--- config.mk ---
export PLATFORM = sky130hd
export DESIGN_NAME = if_id_queue_flat
export DESIGN_NICKNAME = d
export VERILOG_FILES = /design/src/rtl/if_id_queue_if.sv /design/src/rtl/if_id_queue.sv /design/src/flat_wrapper.sv
export SDC_FILE = /design/constraint.sdc
export NUM_CORES = 1
export LEC_CHECK = 0
export BUFFER_PORTS_ARGS = -buffer_cell sky130_fd_sc_hd__buf_4
export CAP_MARGIN = 40
export CELL_PAD_IN_SITES_DETAIL_PLACEMENT = 0
export CELL_PAD_IN_SITES_GLOBAL_PLACEMENT = 1
export CORE_MARGIN = 2
export CORE_UTILIZATION = 43
export CTS_CLUSTER_DIAMETER = 120
export DETAILED_ROUTE_END_ITERATION = 10
export PLACE_DENSITY_LB_ADDON = 0.05
export SLEW_MARGIN = 10
export SYNTH_ARGS = -nofsm -noshare
export SYNTH_HDL_FRONTEND = slang
export SYNTH_SLANG_ARGS = --single-unit
--- constraint.sdc ---
create_clock -name clk -period 8.55 [get_ports clk]
set_input_delay 0.4275 -clock clk [delete_from_list [all_inputs] [get_ports clk]]
set_output_delay 0.4275 -clock clk [all_outputs]
set_load 0.01 [all_outputs]
--- src/rtl/if_id_queue_if.sv ---
// if_id_queue_if: fetch/decode handshake bundle for if_id_queue.
//   in_valid/in_ready/in_pc/in_instr : fetch-side offer and acceptance
//   out_valid/out_ready/out_pc/out_instr : decode-side head entry and consume
//   flush : redirect from EX, discards all queued entries
//   count : current queue occupancy
// modport slave is the queue's view; modport master is the driver/consumer view.
interface if_id_queue_if #(
    parameter int unsigned DEPTH = 2,
    parameter int unsigned WIDTH = 32
);
    logic                     in_valid;
    logic                     in_ready;
    logic [WIDTH-1:0]         in_pc;
    logic [WIDTH-1:0]         in_instr;
    logic                     out_valid;
    logic                     out_ready;
    logic [WIDTH-1:0]         out_pc;
    logic [WIDTH-1:0]         out_instr;
    logic                     flush;
    logic [$clog2(DEPTH):0]   count;

    modport slave (
        input  in_valid, in_pc, in_instr, out_ready, flush,
        output in_ready, out_valid, out_pc, out_instr, count
    );

    modport master (
        output in_valid, in_pc, in_instr, out_ready, flush,
        input  in_ready, out_valid, out_pc, out_instr, count
    );
endinterface

--- src/rtl/if_id_queue.sv ---
// if_id_queue: in-order decoupling queue between fetch and decode.
// Holds up to DEPTH {pc, instr} entries in a circular buffer and presents the
// oldest to decode under valid/ready. flush empties the queue in one cycle and
// masks out_valid in the flush cycle itself. When nothing is valid, decode sees
// out_pc = 0 and out_instr = NOP.
//
// Ports:
//   clk   : pipeline clock, rising edge
//   reset : asynchronous, active-high; clears pointers and count
//   q     : if_id_queue_if.slave (fetch side in_*, decode side out_*, flush, count)
//
// Optional feature: define IF_QUEUE_BYPASS_EN to forward in_* straight to out_*
// when the queue is empty, giving zero-cycle latency.
module if_id_queue #(
    parameter int unsigned    DEPTH = 2,
    parameter int unsigned    WIDTH = 32,
    parameter logic [WIDTH-1:0] NOP = 32'h0000_0013
) (
    input  logic          clk,
    input  logic          reset,
    if_id_queue_if.slave  q
);

    localparam int unsigned PW = $clog2(DEPTH);
    localparam int unsigned CW = PW + 1;

    logic [WIDTH-1:0] pc_mem    [DEPTH];
    logic [WIDTH-1:0] instr_mem [DEPTH];

    logic [PW-1:0] wr_ptr_q, wr_ptr_d;
    logic [PW-1:0] rd_ptr_q, rd_ptr_d;
    logic [CW-1:0] count_q, count_d;

    logic empty;
    logic full;
    logic bypass;
    logic out_valid_int;
    logic wr_en;
    logic rd_en;

    always_comb begin
        empty = (count_q == '0);
        full  = (count_q == CW'(DEPTH));
    end

`ifdef IF_QUEUE_BYPASS_EN
    // Empty queue with a live offer: the incoming entry is the head.
    always_comb begin
        bypass = empty & q.in_valid & ~q.flush;
    end
`else
    always_comb begin
        bypass = 1'b0;
    end
`endif

    always_comb begin
        out_valid_int = (~empty | bypass) & ~q.flush;
        // A bypassed entry consumed in the same cycle is never stored.
        wr_en = q.in_valid & ~full & ~q.flush & ~(bypass & q.out_ready);
        // A bypassed pop consumes the incoming entry, not storage.
        rd_en = out_valid_int & q.out_ready & ~bypass;
    end

    // Next-state for pointers and occupancy; flush overrides everything.
    always_comb begin
        wr_ptr_d = wr_ptr_q;
        rd_ptr_d = rd_ptr_q;
        count_d  = count_q;
        if (q.flush) begin
            wr_ptr_d = '0;
            rd_ptr_d = '0;
            count_d  = '0;
        end else begin
            if (wr_en) begin
                wr_ptr_d = wr_ptr_q + 1'b1;
            end
            if (rd_en) begin
                rd_ptr_d = rd_ptr_q + 1'b1;
            end
            if (wr_en && !rd_en) begin
                count_d = count_q + 1'b1;
            end else if (!wr_en && rd_en) begin
                count_d = count_q - 1'b1;
            end
        end
    end

    always_ff @(posedge clk or posedge reset) begin
        if (reset) begin
            wr_ptr_q <= '0;
            rd_ptr_q <= '0;
            count_q  <= '0;
        end else begin
            wr_ptr_q <= wr_ptr_d;
            rd_ptr_q <= rd_ptr_d;
            count_q  <= count_d;
        end
    end

    // Storage is deliberately not reset; pointers/count define validity.
    always_ff @(posedge clk) begin
        if (wr_en) begin
            pc_mem[wr_ptr_q]    <= q.in_pc;
            instr_mem[wr_ptr_q] <= q.in_instr;
        end
    end

    always_comb begin
        q.in_ready  = ~full;
        q.count     = count_q;
        q.out_valid = out_valid_int;
        q.out_pc    = '0;
        q.out_instr = NOP;
        if (out_valid_int) begin
            if (bypass) begin
                q.out_pc    = q.in_pc;
                q.out_instr = q.in_instr;
            end else begin
                q.out_pc    = pc_mem[rd_ptr_q];
                q.out_instr = instr_mem[rd_ptr_q];
            end
        end
    end

endmodule
--- src/flat_wrapper.sv ---
// flat-port wrapper written by rule: the top's interface ports become plain ports
module if_id_queue_flat 
#(
    parameter int unsigned    DEPTH = 2,
    parameter int unsigned    WIDTH = 32,
    parameter logic [WIDTH-1:0] NOP = 32'h0000_0013
)
  (clk, reset, q_in_valid, q_in_pc, q_in_instr, q_out_ready, q_flush, q_in_ready, q_out_valid, q_out_pc, q_out_instr, q_count);
  if_id_queue_if #(.DEPTH(DEPTH), .WIDTH(WIDTH)) q_i ();
  input  logic clk;
  input  logic reset;
  input wire logic [$bits(q_i.in_valid)-1:0] q_in_valid;
  input wire logic [$bits(q_i.in_pc)-1:0] q_in_pc;
  input wire logic [$bits(q_i.in_instr)-1:0] q_in_instr;
  input wire logic [$bits(q_i.out_ready)-1:0] q_out_ready;
  input wire logic [$bits(q_i.flush)-1:0] q_flush;
  output wire logic [$bits(q_i.in_ready)-1:0] q_in_ready;
  output wire logic [$bits(q_i.out_valid)-1:0] q_out_valid;
  output wire logic [$bits(q_i.out_pc)-1:0] q_out_pc;
  output wire logic [$bits(q_i.out_instr)-1:0] q_out_instr;
  output wire logic [$bits(q_i.count)-1:0] q_count;
  assign q_i.in_valid = q_in_valid;
  assign q_i.in_pc = q_in_pc;
  assign q_i.in_instr = q_in_instr;
  assign q_i.out_ready = q_out_ready;
  assign q_i.flush = q_flush;
  assign q_in_ready = q_i.in_ready;
  assign q_out_valid = q_i.out_valid;
  assign q_out_pc = q_i.out_pc;
  assign q_out_instr = q_i.out_instr;
  assign q_count = q_i.count;
  if_id_queue #(.DEPTH(DEPTH), .WIDTH(WIDTH), .NOP(NOP)) u_core (.clk(clk), .reset(reset), .q(q_i));
endmodule
After elaboration in Yosys (flattened, before gate mapping)
Memories as Yosys holds them, arrays and structs flattened.
Index checks and enable logic that the tools add are counted.
Cells by class
  reductions and logical operators: 8
  bitwise operators: 7
  mux-type cells: 11
  $add $sub $neg: 4
  equality and inequality tests: 1
Operator list (count)
  $mux W32: 2
  $mux W1: 6
  $mux W2: 3
  $and A1 B1 Y1: 4
  $reduce_bool A2 Y1: 2
  $not A1 Y1: 3
  $reduce_bool A3 Y1: 1
  $add A1 B1 Y1 const B: 2
  $add A2 B1 Y2 const B: 1
  $eq A2 B2 Y1 const B: 1
  $logic_and A1 B1 Y1: 2
  $logic_not A1 Y1: 2
  $logic_not A2 Y1: 1
  $sub A2 B1 Y2 const B: 1
Word-level totals
  memories: 2
  bits in writable memories: 128
  register bits: 4
  output and inout port bits: 68
Memory list
  u_core.instr_mem: depth 2, width 32, rd ports 1, clocked after Yosys merged registers in 0, wr ports 1, RTL line if_id_queue.sv:28  | logic [WIDTH-1:0] instr_mem [DEPTH];
  u_core.pc_mem: depth 2, width 32, rd ports 1, clocked after Yosys merged registers in 0, wr ports 1, RTL line if_id_queue.sv:27  | logic [WIDTH-1:0] pc_mem [DEPTH];

Depth between registers and ports, before layout
Gate-level depths: netlist of run 1.
  word-level depth: 9
  mapped depth: 5

Least setup slack after synthesis of run 1
Ideal clock, no wire load.
  path kind: register to register
  start: reg u_core.count_q[1], in the netlist u_core.q.count[1]
  end: mem u_core.instr_mem[1][0] (enable)
  slack: 2.471 ns
  required time: 7.971 ns
  cell stages (with the launch flop): 5
  clock period less this slack: 6.079 ns
  arrival: 5.500 ns
  cell sequence: dfrtp_1 -> nor2b_1 -> inv_1 -> nand2_1 -> nor3b_1
On the way
  cells in the longest elaborated chain, start to end: 6
RTL lines
  start: declaration: RTL line if_id_queue.sv:32  | logic [CW-1:0] count_q, count_d;
  start signal: assignment: RTL line if_id_queue.sv:97  | count_q <= count_d;
  $eq A2 B2 Y1: RTL line if_id_queue.sv:43  | full = (count_q == CW'(DEPTH));
  $not A1 Y1
  net q_in_ready: RTL line flat_wrapper.sv:17  | output wire logic [$bits(q_i.in_ready)-1:0] q_in_ready;
  $and A1 B1 Y1 (2 in series): RTL line if_id_queue.sv:60  | wr_en = q.in_valid & ~full & ~q.flush & ~(bypass & q.out_ready);
  $mux W1: RTL line if_id_queue.sv:103  | if (wr_en) begin
  $mux W1 (implied by the code): RTL line if_id_queue.sv:105  | instr_mem[wr_ptr_q] <= q.in_instr;
  end: declaration: RTL line if_id_queue.sv:28
The timed path passes the listed nets, and every way through them passes these cells.

Worst setup path in the final report of run 1
  start: reg u_core.count_q[0], in the netlist u_core.q.count[0]
  end: out q_out_instr[4]
On the way
  cells in the longest elaborated chain, start to end: 4
RTL lines
  $logic_not A2 Y1: RTL line if_id_queue.sv:42  | empty = (count_q == '0);
  $not A1 Y1: RTL line if_id_queue.sv:58  | out_valid_int = (~empty | bypass) & ~q.flush;
  $and A1 B1 Y1: RTL line if_id_queue.sv:58
  $mux W32: RTL line if_id_queue.sv:115  | if (out_valid_int) begin
  end: declaration: RTL line flat_wrapper.sv:20  | output wire logic [$bits(q_i.out_instr)-1:0] q_out_instr;
Every way passes these cells.

==> results of run 1 <==
-- cells by family (layout without fill, tap and decap cells) --
group / count (synthesis) / after routing / synth area share
DFF: 132 / 132 / 0.775
and+or+nand+nor: 75 / 75 / 0.0598
muxes: 65 / 65 / 0.128
buffers and inverters: 18 / 179 / 0.0263
AOI/OAI and AO/OA: 8 / 8 / 0.00886
xor gates and xnor gates: 1 / 1 / 0.00172
-- through the flow --
stage	power, mW	setup WS [ns]	std cells	area [µm²]	hold WS [ns]
CTS	1.52	5.90	603	6770	0.181
detailed placement	0.897	6.33	571	6250	0.330
global placement	0.891	6.21	570	6230	0.329
floorplan	0.832	2.47	299	5090	0.194
global route	1.56	5.80	603	6770	0.186
finish	1.51	5.97	603	6770	0.202
-- synthesized netlist by cell type (all sizes together) --
| cell | instances | area share |
|---|---|---|
| nor2b | 1 | 0.0012 |
| a21oi | 4 | 0.0039 |
| xor2 | 1 | 0.0017 |
| o211ai | 1 | 0.0015 |
| o21ai | 2 | 0.0020 |
| nor2 | 63 | 0.046 |
| nand2 | 4 | 0.0030 |
| a21o | 1 | 0.0015 |
| or3 | 1 | 0.0012 |
| nor3b | 2 | 0.0030 |
| nand3b | 1 | 0.0015 |
| buf | 14 | 0.023 |
| nor3 | 1 | 0.00098 |
| or2 | 2 | 0.0025 |
| dfrtp | 4 | 0.020 |
| inv | 4 | 0.0030 |
| edfxtp | 128 | 0.76 |
| mux2i | 65 | 0.13 |
-- registers in the layout, summed over array words and instances (netlist names) --
signal,flops
u_core.instr_mem,64
u_core.pc_mem,64
u_core.q.count,2
u_core.rd_ptr_q,1
u_core.wr_ptr_q,1
-- worst reg2reg max path, delay by kind of cell, from the launching register on --
family	cells	cell delay (ns)
buffers and inverters	2	0.69
and+or+nand+nor	3	0.48
DFF	1	0.45
-- cell type report --
class / instances / area, µm²
fill: 929 / 4700
sequential: 132 / 3950
timing repair buffer: 144 / 1100
multi-input combinational: 149 / 1020
clock buffer: 22 / 444
tap: 143 / 179
clock inverter: 9 / 63.8
inverter: 4 / 15.0
-- worst max-delay path by stage --
stage               cells past startpoint         startpoint  slack [ns]                     end
floorplan                               4  u_core.q.count[1]        2.47  u_core.instr_mem[1][0]
global placement                        4    u_core.rd_ptr_q        6.21            q_out_pc[23]
detailed placement                      6            q_flush        6.33          q_out_instr[4]
CTS                                     6  u_core.q.count[0]        5.90          q_out_instr[4]
global route                            6  u_core.q.count[0]        5.80          q_out_instr[4]
finish                                  6  u_core.q.count[0]        5.97          q_out_instr[4]
-- layer usage --
metal / global-route usage / wire length, µm / vias to the layer above
li1: - / - / 1405
met1: 0.193 / 4220 / 1410
met2: 0.253 / 4730 / 88
met3: 0.0611 / 635 / 12
met4: 0.0683 / 122 / 0
met5: 0 / 0 / -
-- power by group --
group / leakage (nW) / internal (mW) / switching, mW
sequential: 1.23 / 0.738 / 0.00968
combinational: 1.07 / 0.0674 / 0.0666
clock: 0.249 / 0.390 / 0.233
total: 2.54 / 1.20 / 0.310
==> run summary, run 1 <==
status: finished clean
flop-to-flop setup slack: 6.52 ns
CP required: 8.12 ns
Antenna Cells: 0
Final GP Congestion: 0.720
Starting Density: 0.444
Netlist cell types: 21
Avg Cell Area, Syn: 17.0 µm²
die height: 113 µm
WHS Endpoint: u_core.pc_mem[1][7]
Pleak: 2.54 nW
number of global-route vias before repair: 3,081
gr usage total: 0.158
maximum VDD drop: 153 µV
DR pass1 iterations: 4
nets@finish: 517
dpl hpwl: 6020 µm
Least-Margin Pin Slew: 0.712 ns
Startpoint Class: flop
first-pass GRT wire length: 15,100 µm
worst r2r path cells: 5
routed vias: 2,915
Antenna Violating Nets Remaining: 0
final hold vios: 0
Core Region: 11,500 µm²
Worst R2R End: u_core.pc_mem[1][27]
initial antenna violation count: 0
Fmax: 0.388 GHz
CTS Sinks: 132
Reg2Reg Launch Point: u_core.q.count[1]
drt wl/cell: 16.1 µm
crit path DAT: 2.15 ns
Slowest cell on crit path: buf_4
Tmin final: 2.58 ns
Syn Inst Count: 299
setup bufs post-CTS: 0
CTS H-tree depth: 4
Max-slew headroom: 0.525
CTS Buffer Depth: 2
GR Overflow Total: 0
sequential fraction of the synthesis area: 0.775
CTS tree: yes
largest net degree at the start of global routing: 63
initial DRC count: 139
Post-Route Skew: 0.00981 ns
final period utilization: 0.301
DRC: 0
MaxCap Viol Count: 0
family with the most delay on the worst path: buffers and inverters
worst hold-check path type: input port to flop
post-DR vias/cell: 4.83
Critical Path Most Common Cell: buf_4
Worst Path Max Fanout: 62
final setup violation count: 0
syn nets: 368
Crit. End Element: output pin
Setup CP Type: flop to output pin
layout cell share with drive strength beyond 1: 0.367
Worst-path clk slew: 0.05 ns
PwrDens: 222 nW/µm²
Layout area overhead: 33.1%
Final Util: 0.591
Synth warnings: 0
synthesized area: 5090 µm²
#FFs+latches synth: 132
Final Max Tran Viols: 0
CP cell instances: nor2_1 -> or2_2 -> buf_4 -> inv_1 -> nand2_1 -> buf_4
most frequent cells in the layout: buf_4 (142), edfxtp_1 (128), mux2i_1 (65)
IO buf count: 136
post-CTS sizing: 0
Rows: 39
Setup TNS Final: 0 ns
Buffers & Inverters on Critical Path: 3
slowest cell delay on critical path: 0.52 ns
clock buffer count from CTS: 17
min-delay src: q_in_pc[7]
most common cell after layout, fill and taps aside: buf_4
Die Span X: 113 µm
hold_buf cts: 1
Die ar.: 12,700 µm²
Hold Crit Depth: 1
RSZ-0062 raised after global routing: no
Clk Latency, worst-skew pair: 0.41 ns
I/O pin cnt: 137
WL final: 9720 µm
clock root cell: clkbuf_16
Note: power is estimated with default switching activity, not from simulation.
==> run 2, diff against run 1 <==
--- a/config.mk
+++ b/config.mk
@@ -5,6 +5,7 @@
 export SDC_FILE = /design/constraint.sdc
 export NUM_CORES = 1
 export LEC_CHECK = 0
+export ABC_AREA = 1
 export BUFFER_PORTS_ARGS = -buffer_cell sky130_fd_sc_hd__buf_4
 export CAP_MARGIN = 40
 export CELL_PAD_IN_SITES_DETAIL_PLACEMENT = 0
==> constraint.sdc (replaced) <==
create_clock -name clk -period 2.62 [get_ports clk]
set_input_delay 0.131 -clock clk [delete_from_list [all_inputs] [get_ports clk]]
set_output_delay 0.131 -clock clk [all_outputs]
set_load 0.01 [all_outputs]
==> run summary, run 2 <==
MaxCap Viol Count: 0 (unchanged)
cell with the most instances after synthesis: edfxtp_1
DR pass1 iterations: 5 (+1)
RSZ-0062 raised after global routing: no
number of synthesized flops with an enable pin: 128 (unchanged)
setup bufs post-CTS: 0 (unchanged)
Synth Area in Compound Gates: 0.00788 (-0.000978)
Crit. End Element: output pin
final setup violation count: 0 (unchanged)
Max-slew headroom: 0.631 (+0.106)
initial antenna violation count: 0 (unchanged)
xor-xnor portion of the synthesized cell area: 0 (-0.00172)
Slowest cell on crit path: inv_2
slowest cell delay on critical path: 0.42 ns (-0.10 ns)
syn nets: 443 (+20%)
Adder-Cell Fraction of Synth Area: 0 (unchanged)
Core Region: 12,100 µm² (+5.6%)
number of global-route vias before repair: 3,393 (+10%)
maximum VDD drop: 459 µV (+200%)
Syn Inst Count: 374 (+25%)
Worst-path clk slew: 0.05 ns (about the same)
Fmax: 0.460 GHz
clock root cell: clkbuf_16
#FFs+latches synth: 132 (unchanged)
Synth top area share: 0.712 (-0.0439)
dpl hpwl: 6600 µm (+9.6%)
CP cell instances: inv_1 -> nand2_1 -> nand2_1 -> inv_2 -> buf_12 -> nand2_1 -> inv_1 -> buf_4
Buffers & Inverters on Critical Path: 5 (+2)
Critical Path Most Common Cell: nand2_1
Netlist cell types: 15 (-29%)
post-DR vias/cell: 4.41 (-8.8%)
post-CTS sizing: 0 (unchanged)
worst hold slack: 0.0799 ns (-0.122 ns)
final hold vios: 0 (unchanged)
Avg Cell Area, Syn: 14.4 µm² (-15%)
die height: 116 µm (+2.9%)
clock buffer count from CTS: 17 (unchanged)
CTS H-tree depth: 4 (unchanged)
Startpoint Class: flop
CTS Buffer Depth: 2 (unchanged)
most common cell after layout, fill and taps aside: buf_4
gr usage total: 0.164 (+0.00537)
Tmin final: 2.17 ns
routed vias: 3,374 (+16%)
status: finished clean
Critical Path Stages: 8 (+2)
Die ar.: 13,500 µm² (+6.0%)
CP required: 2.49 ns (-5.63 ns)
crit path DAT: 2.04 ns (-0.11 ns)
CTS tree: yes
Hold Crit Depth: 4 (+3)
Post-Route Skew: 0.0101 ns (+0.000340 ns)
worst hold-check path type: input port to flop
final period utilization: 0.829
simple-gate portion of the synthesized area: 0.0630 (+0.00324)
Starting Density: 0.446 (+0.00233)
nets@finish: 654 (+26%)
FFs w/ async S/R, synth: 0.0303 (unchanged)
I/O pin cnt: 137 (unchanged)
CTS Sinks: 132 (unchanged)
drt wl/cell: 14.1 µm (-12%)
WL final: 10,800 µm (+11%)
Antenna Cells: 0 (unchanged)
GR Overflow Total: 0 (unchanged)
Top FF cell, synth: edfxtp_1
Antenna Violating Nets Remaining: 0 (unchanged)
largest net degree at the start of global routing: 60 (-4.8%)
PwrDens: 831 nW/µm² (+270%)
Area contributors post-synth: edfxtp_1 (71%), mux2_2 (12%), nand2_1 (5.2%)
Rows: 40 (+2.6%)
mux contribution to synthesized area: 0.129 (+0.000670)
dominant cell type by area after synthesis: edfxtp_1
Cells after DPL: 669 (+17%)
worst r2r path cells: 5 (unchanged)
Final Non-Filler Cells: 765 (+27%)
Synth warnings: 0 (unchanged)
DRC: 0 (unchanged)
Pleak: 3.46 nW (+36%)
Worst Path Max Fanout: 38 (-39%)
sequential fraction of the synthesis area: 0.730 (-0.0451)
initial DRC count: 204 (+47%)
layout cell share with drive strength beyond 1: 0.392 (+0.0246)
largest family of logic cells by synthesized area: multiplexers
synthesized area: 5400 µm² (+6.2%)
IO buf count: 136 (unchanged)
Die Span X: 116 µm (+2.9%)
Clk Latency, worst-skew pair: 0.41 ns (about the same)
first-pass GRT wire length: 16,200 µm (+7.9%)
Final Max Tran Viols: 0 (unchanged)
Layout area overhead: 45.1%
Least-Margin Pin Slew: 0.552 ns (-0.160 ns)
synth cell count leaders: edfxtp_1 (128), nand2_1 (75), inv_1 (72)
Setup CP Type: flop to output pin
family with the most delay on the worst path: buffers and inverters
Final GP Congestion: 0.731 (+1.5%)
most frequent cells in the layout: buf_4 (138), edfxtp_1 (128), nand2_1 (75)
[run 2: layout make-up]
| class | count | area [µm²] |
|---|---|---|
| well taps | 168 | 210 |
| clock buffers | 21 | 440 |
| fillers | 948 | 4280 |
| flip-flops and latches | 132 | 3950 |
| clock inverters | 10 | 109 |
| repair buffers | 207 | 1770 |
| multi-input cells | 155 | 1090 |
| inverters | 72 | 270 |
[run 2: what timing repair did]
action	CTS	global route
endpoints found under the setup margin	0	0
hold buffers	65	0
hold endpoints to repair	132	0
[run 2: where the power goes]
part	total [mW]	switching, mW	internal (mW)
logic	1.71	0.849	0.858
registers	2.61	0.0730	2.54
clock network	2.19	0.803	1.39
[run 2: worst paths after layout]
kind	startpoint	end	slack [ns]
hold / removal	q_in_valid	u_core.wr_ptr_q	0.08
setup reg to reg	u_core.q.count[0]	u_core.pc_mem[0][5]	0.93
setup / recovery	u_core.q.count[0]	q_out_pc[0]	0.45
min in group asynchronous	reset	u_core.q.count[1]	0.18
hold reg to reg	u_core.wr_ptr_q	u_core.wr_ptr_q	0.57
max in group asynchronous	reset	u_core.rd_ptr_q	2.26
[run 2: cells by family after synthesis]
group | count (synthesis)
compound gates | 7
flops | 132
mux | 61
simple gates | 87
buf+inv | 87
[run 2: worst min-delay path, cell delays in order]
cell	delay, ns
buf_4	0.09
nand2_1	0.07
nand3_1	0.07
o21ai_0	0.07
[run 2: metrics by stage]
stage	setup slack [ns]	setup TNS [ns]	utilization	power [mW]	instance area, µm²
3_5_place_dp	0.853	0	0.548	4.30	6630
4_1_cts	0.419	0	0.647	6.58	7830
3_3_place_gp	0.896	0	0.548	4.29	6630
5_1_grt	0.258	0	0.647	6.82	7830
6_report	0.448	0	0.647	6.51	7830
2_1_floorplan	-0.310	-39.72	-	3.65	5410
[run 2: routing by layer]
| metal | vias up | track usage | wire [µm] |
|---|---|---|---|
| met1 | 1591 | 0.204 | 4700 |
| met5 | - | 0 | 0 |
| met3 | 10 | 0.0397 | 410 |
| met2 | 88 | 0.277 | 5560 |
| li1 | 1685 | - | - |
| met4 | 0 | 0.0643 | 136 |
==> run 3, diff against run 2 <==
--- a/config.mk
+++ b/config.mk
@@ -11,7 +11,7 @@
 export CELL_PAD_IN_SITES_DETAIL_PLACEMENT = 0
 export CELL_PAD_IN_SITES_GLOBAL_PLACEMENT = 1
 export CORE_MARGIN = 2
-export CORE_UTILIZATION = 43
+export CORE_UTILIZATION = 38
 export CTS_CLUSTER_DIAMETER = 120
 export DETAILED_ROUTE_END_ITERATION = 10
 export PLACE_DENSITY_LB_ADDON = 0.05
==> constraint.sdc (replaced) <==
create_clock -name clk -period 1.9 [get_ports clk]
set_input_delay 0.095 -clock clk [delete_from_list [all_inputs] [get_ports clk]]
set_output_delay 0.095 -clock clk [all_outputs]
set_load 0.01 [all_outputs]
==> run summary, run 3 (synthesis results as in run 2) <==
Layout area overhead: 46.7%
Post-Route Skew: 0.00545 ns (-0.00469 ns)
most common cell after layout, fill and taps aside: buf_4
Worst R2R End: u_core.pc_mem[1][2]
Least-Margin Pin Slew: 0.334 ns (-0.218 ns)
Clk network pwr share: 0.338 (+0.002)
Worst Path Max Fanout: 26 (-32%)
MaxCap Viol Count: 0 (unchanged)
number of global-route vias before repair: 3,566 (+5.1%)
Worst-path clk slew: 0.05 ns (about the same)
Switching Fraction: 0.264 (-0.00106)
Cells after DPL: 683 (+2.1%)
layout cell share with drive strength beyond 1: 0.400 (+0.00804)
Final Non-Filler Cells: 780 (+2.0%)
gr usage total: 0.153 (-0.0108)
setup bufs post-CTS: 0 (unchanged)
Setup CP Type: flop to output pin
first-pass GRT wire length: 17,100 µm (+5.2%)
CTS Buffer Depth: 2 (unchanged)
Antenna Violating Nets Remaining: 0 (unchanged)
CTS H-tree depth: 4 (unchanged)
final period utilization: 0.934
Worst Setup EP: q_out_pc[4]
crit path DAT: 1.68 ns (-0.36 ns)
Crit. End Element: output pin
post-DR vias/cell: 4.45 (+0.93%)
Pleak: 3.49 nW (+0.78%)
Die Span X: 123 µm (+6.2%)
initial DRC count: 191 (-6.4%)
largest net degree at the start of global routing: 54 (-10%)
Startpoint Class: flop
final hold vios: 0 (unchanged)
crit path from: u_core.rd_ptr_q
DRC: 0 (unchanged)
NetSw: 2.41 mW (+39%)
IO buf count: 136 (unchanged)
Die ar.: 15,200 µm² (+13%)
Final GP Congestion: 0.691 (-5.5%)
die height: 123 µm (+6.2%)
RSZ-0062 raised after global routing: no
Rows: 43 (+7.5%)
Core Region: 13,900 µm² (+15%)
status: finished clean
maximum VDD drop: 641 µV (+40%)
Reg power frac: 0.394 (-0.007)
cell internal pwr: 6.71 mW (+40%)
CP required: 1.80 ns (-0.69 ns)
routed vias: 3,472 (+2.9%)
Reg2Reg Launch Point: u_core.q.count[0]
CTS Sinks: 132 (unchanged)
WL final: 11,100 µm (+2.3%)
overall power: 9.12 mW (+40%)
PwrDens: 1150 nW/µm² (+38%)
CTS tree: yes
most frequent cells in the layout: buf_4 (137), edfxtp_1 (128), nand2_1 (74)
Max-slew headroom: 0.778 (+0.146)
flop-to-flop setup slack: 0.39 ns (-0.54 ns)
Tmin final: 1.78 ns
worst hold-check path type: input port to flop
Final Max Tran Viols: 0 (unchanged)
Clk Latency, worst-skew pair: 0.40 ns (about the same)
DR pass1 iterations: 4 (-1)
nets@finish: 656 (+0.31%)
I/O pin cnt: 137 (unchanged)
clock buffer count from CTS: 17 (unchanged)
Starting Density: 0.389 (-0.0568)
Antenna Cells: 0 (unchanged)
GR Overflow Total: 0 (unchanged)
final setup violation count: 0 (unchanged)
worst r2r path cells: 5 (unchanged)
dpl hpwl: 6840 µm (+3.6%)
Fmax: 0.563 GHz
drt wl/cell: 14.2 µm (+0.29%)
clock root cell: clkbuf_16
initial antenna violation count: 0 (unchanged)
combinational power share: 0.268 (+0.006)
## run 3: cell types whose count changed in the layout (fill, tap and decap cells not counted), sizes merged
cell	previous run	this run
inv	73	72
bufinv	2	1
clkbuf	21	28
clkinv	6	2
buf	142	144
## run 3: worst min-delay path by stage
stage | startpoint | endpoint | slack [ns] | depth (start not counted)
floorplan | reset | u_core.q.count[0] | -0.14 | 1
global placement | reset | u_core.q.count[1] | 0.01 | 2
detailed placement | reset | u_core.q.count[1] | 0.01 | 2
CTS | q_in_valid | u_core.wr_ptr_q | 0.04 | 4
global route | q_in_valid | u_core.wr_ptr_q | 0.08 | 3
finish | q_in_valid | u_core.wr_ptr_q | 0.06 | 3
## run 3: metrics by stage
| step | area [µm²] | util | hold slack, ns | setup WS [ns] | setup TNS (ns) |
|---|---|---|---|---|---|
| finish | 7920 | 0.571 | 0.0632 | 0.125 | 0 |
| global route | 7920 | 0.571 | 0.0806 | 0.0161 | 0 |
| CTS | 7920 | 0.570 | 0.0374 | 0.00559 | 0 |
| detailed placement | 6700 | 0.482 | 0.0139 | 0.390 | 0 |
| global placement | 6700 | 0.482 | 0.0133 | 0.380 | 0 |
| floorplan | 5440 | - | -0.139 | -0.193 | -23.27 |
## run 3: critical path: stages (launching register included)
cell     delay, ns
dfrtp_2       0.39
buf_6         0.27
mux2_2        0.36
nand2_1       0.06
inv_1         0.06
buf_4         0.14
## run 3: final cells by class
type | count | area [µm²]
clock buffers | 28 | 517
clock inverters | 4 | 47.5
fillers | 1191 | 5960
inverters | 72 | 270
multi-input cells | 155 | 1110
flip-flops and latches | 132 | 3950
well taps | 180 | 225
repair buffers | 209 | 1810
## run 3: power by group through the flow
stage | registers, mW | clock network (mW) | logic [mW]
4_1_cts | 3.59 | 3.15 | 2.49
2_1_floorplan | 3.64 | 0 | 1.42
6_report | 3.59 | 3.08 | 2.45
3_5_place_dp | 3.65 | 0 | 2.37
5_1_grt | 3.62 | 3.28 | 2.70
3_3_place_gp | 3.63 | 0 | 2.37
## run 3: repair_timing
item	4_1_cts	5_1_grt
resized for setup	1	3
hold buffers	65	0
gates cloned	0	0
setup endpoints to repair	21	57
hold endpoints to repair	132	0
## run 3: metal layers
layer / wire length, µm / track usage / vias to the layer above
li1: - / - / 1687
met1: 4690 / 0.178 / 1692
met2: 5640 / 0.263 / 85
met3: 608 / 0.0512 / 8
met4: 110 / 0.0554 / 0
met5: 0 / 0 / -
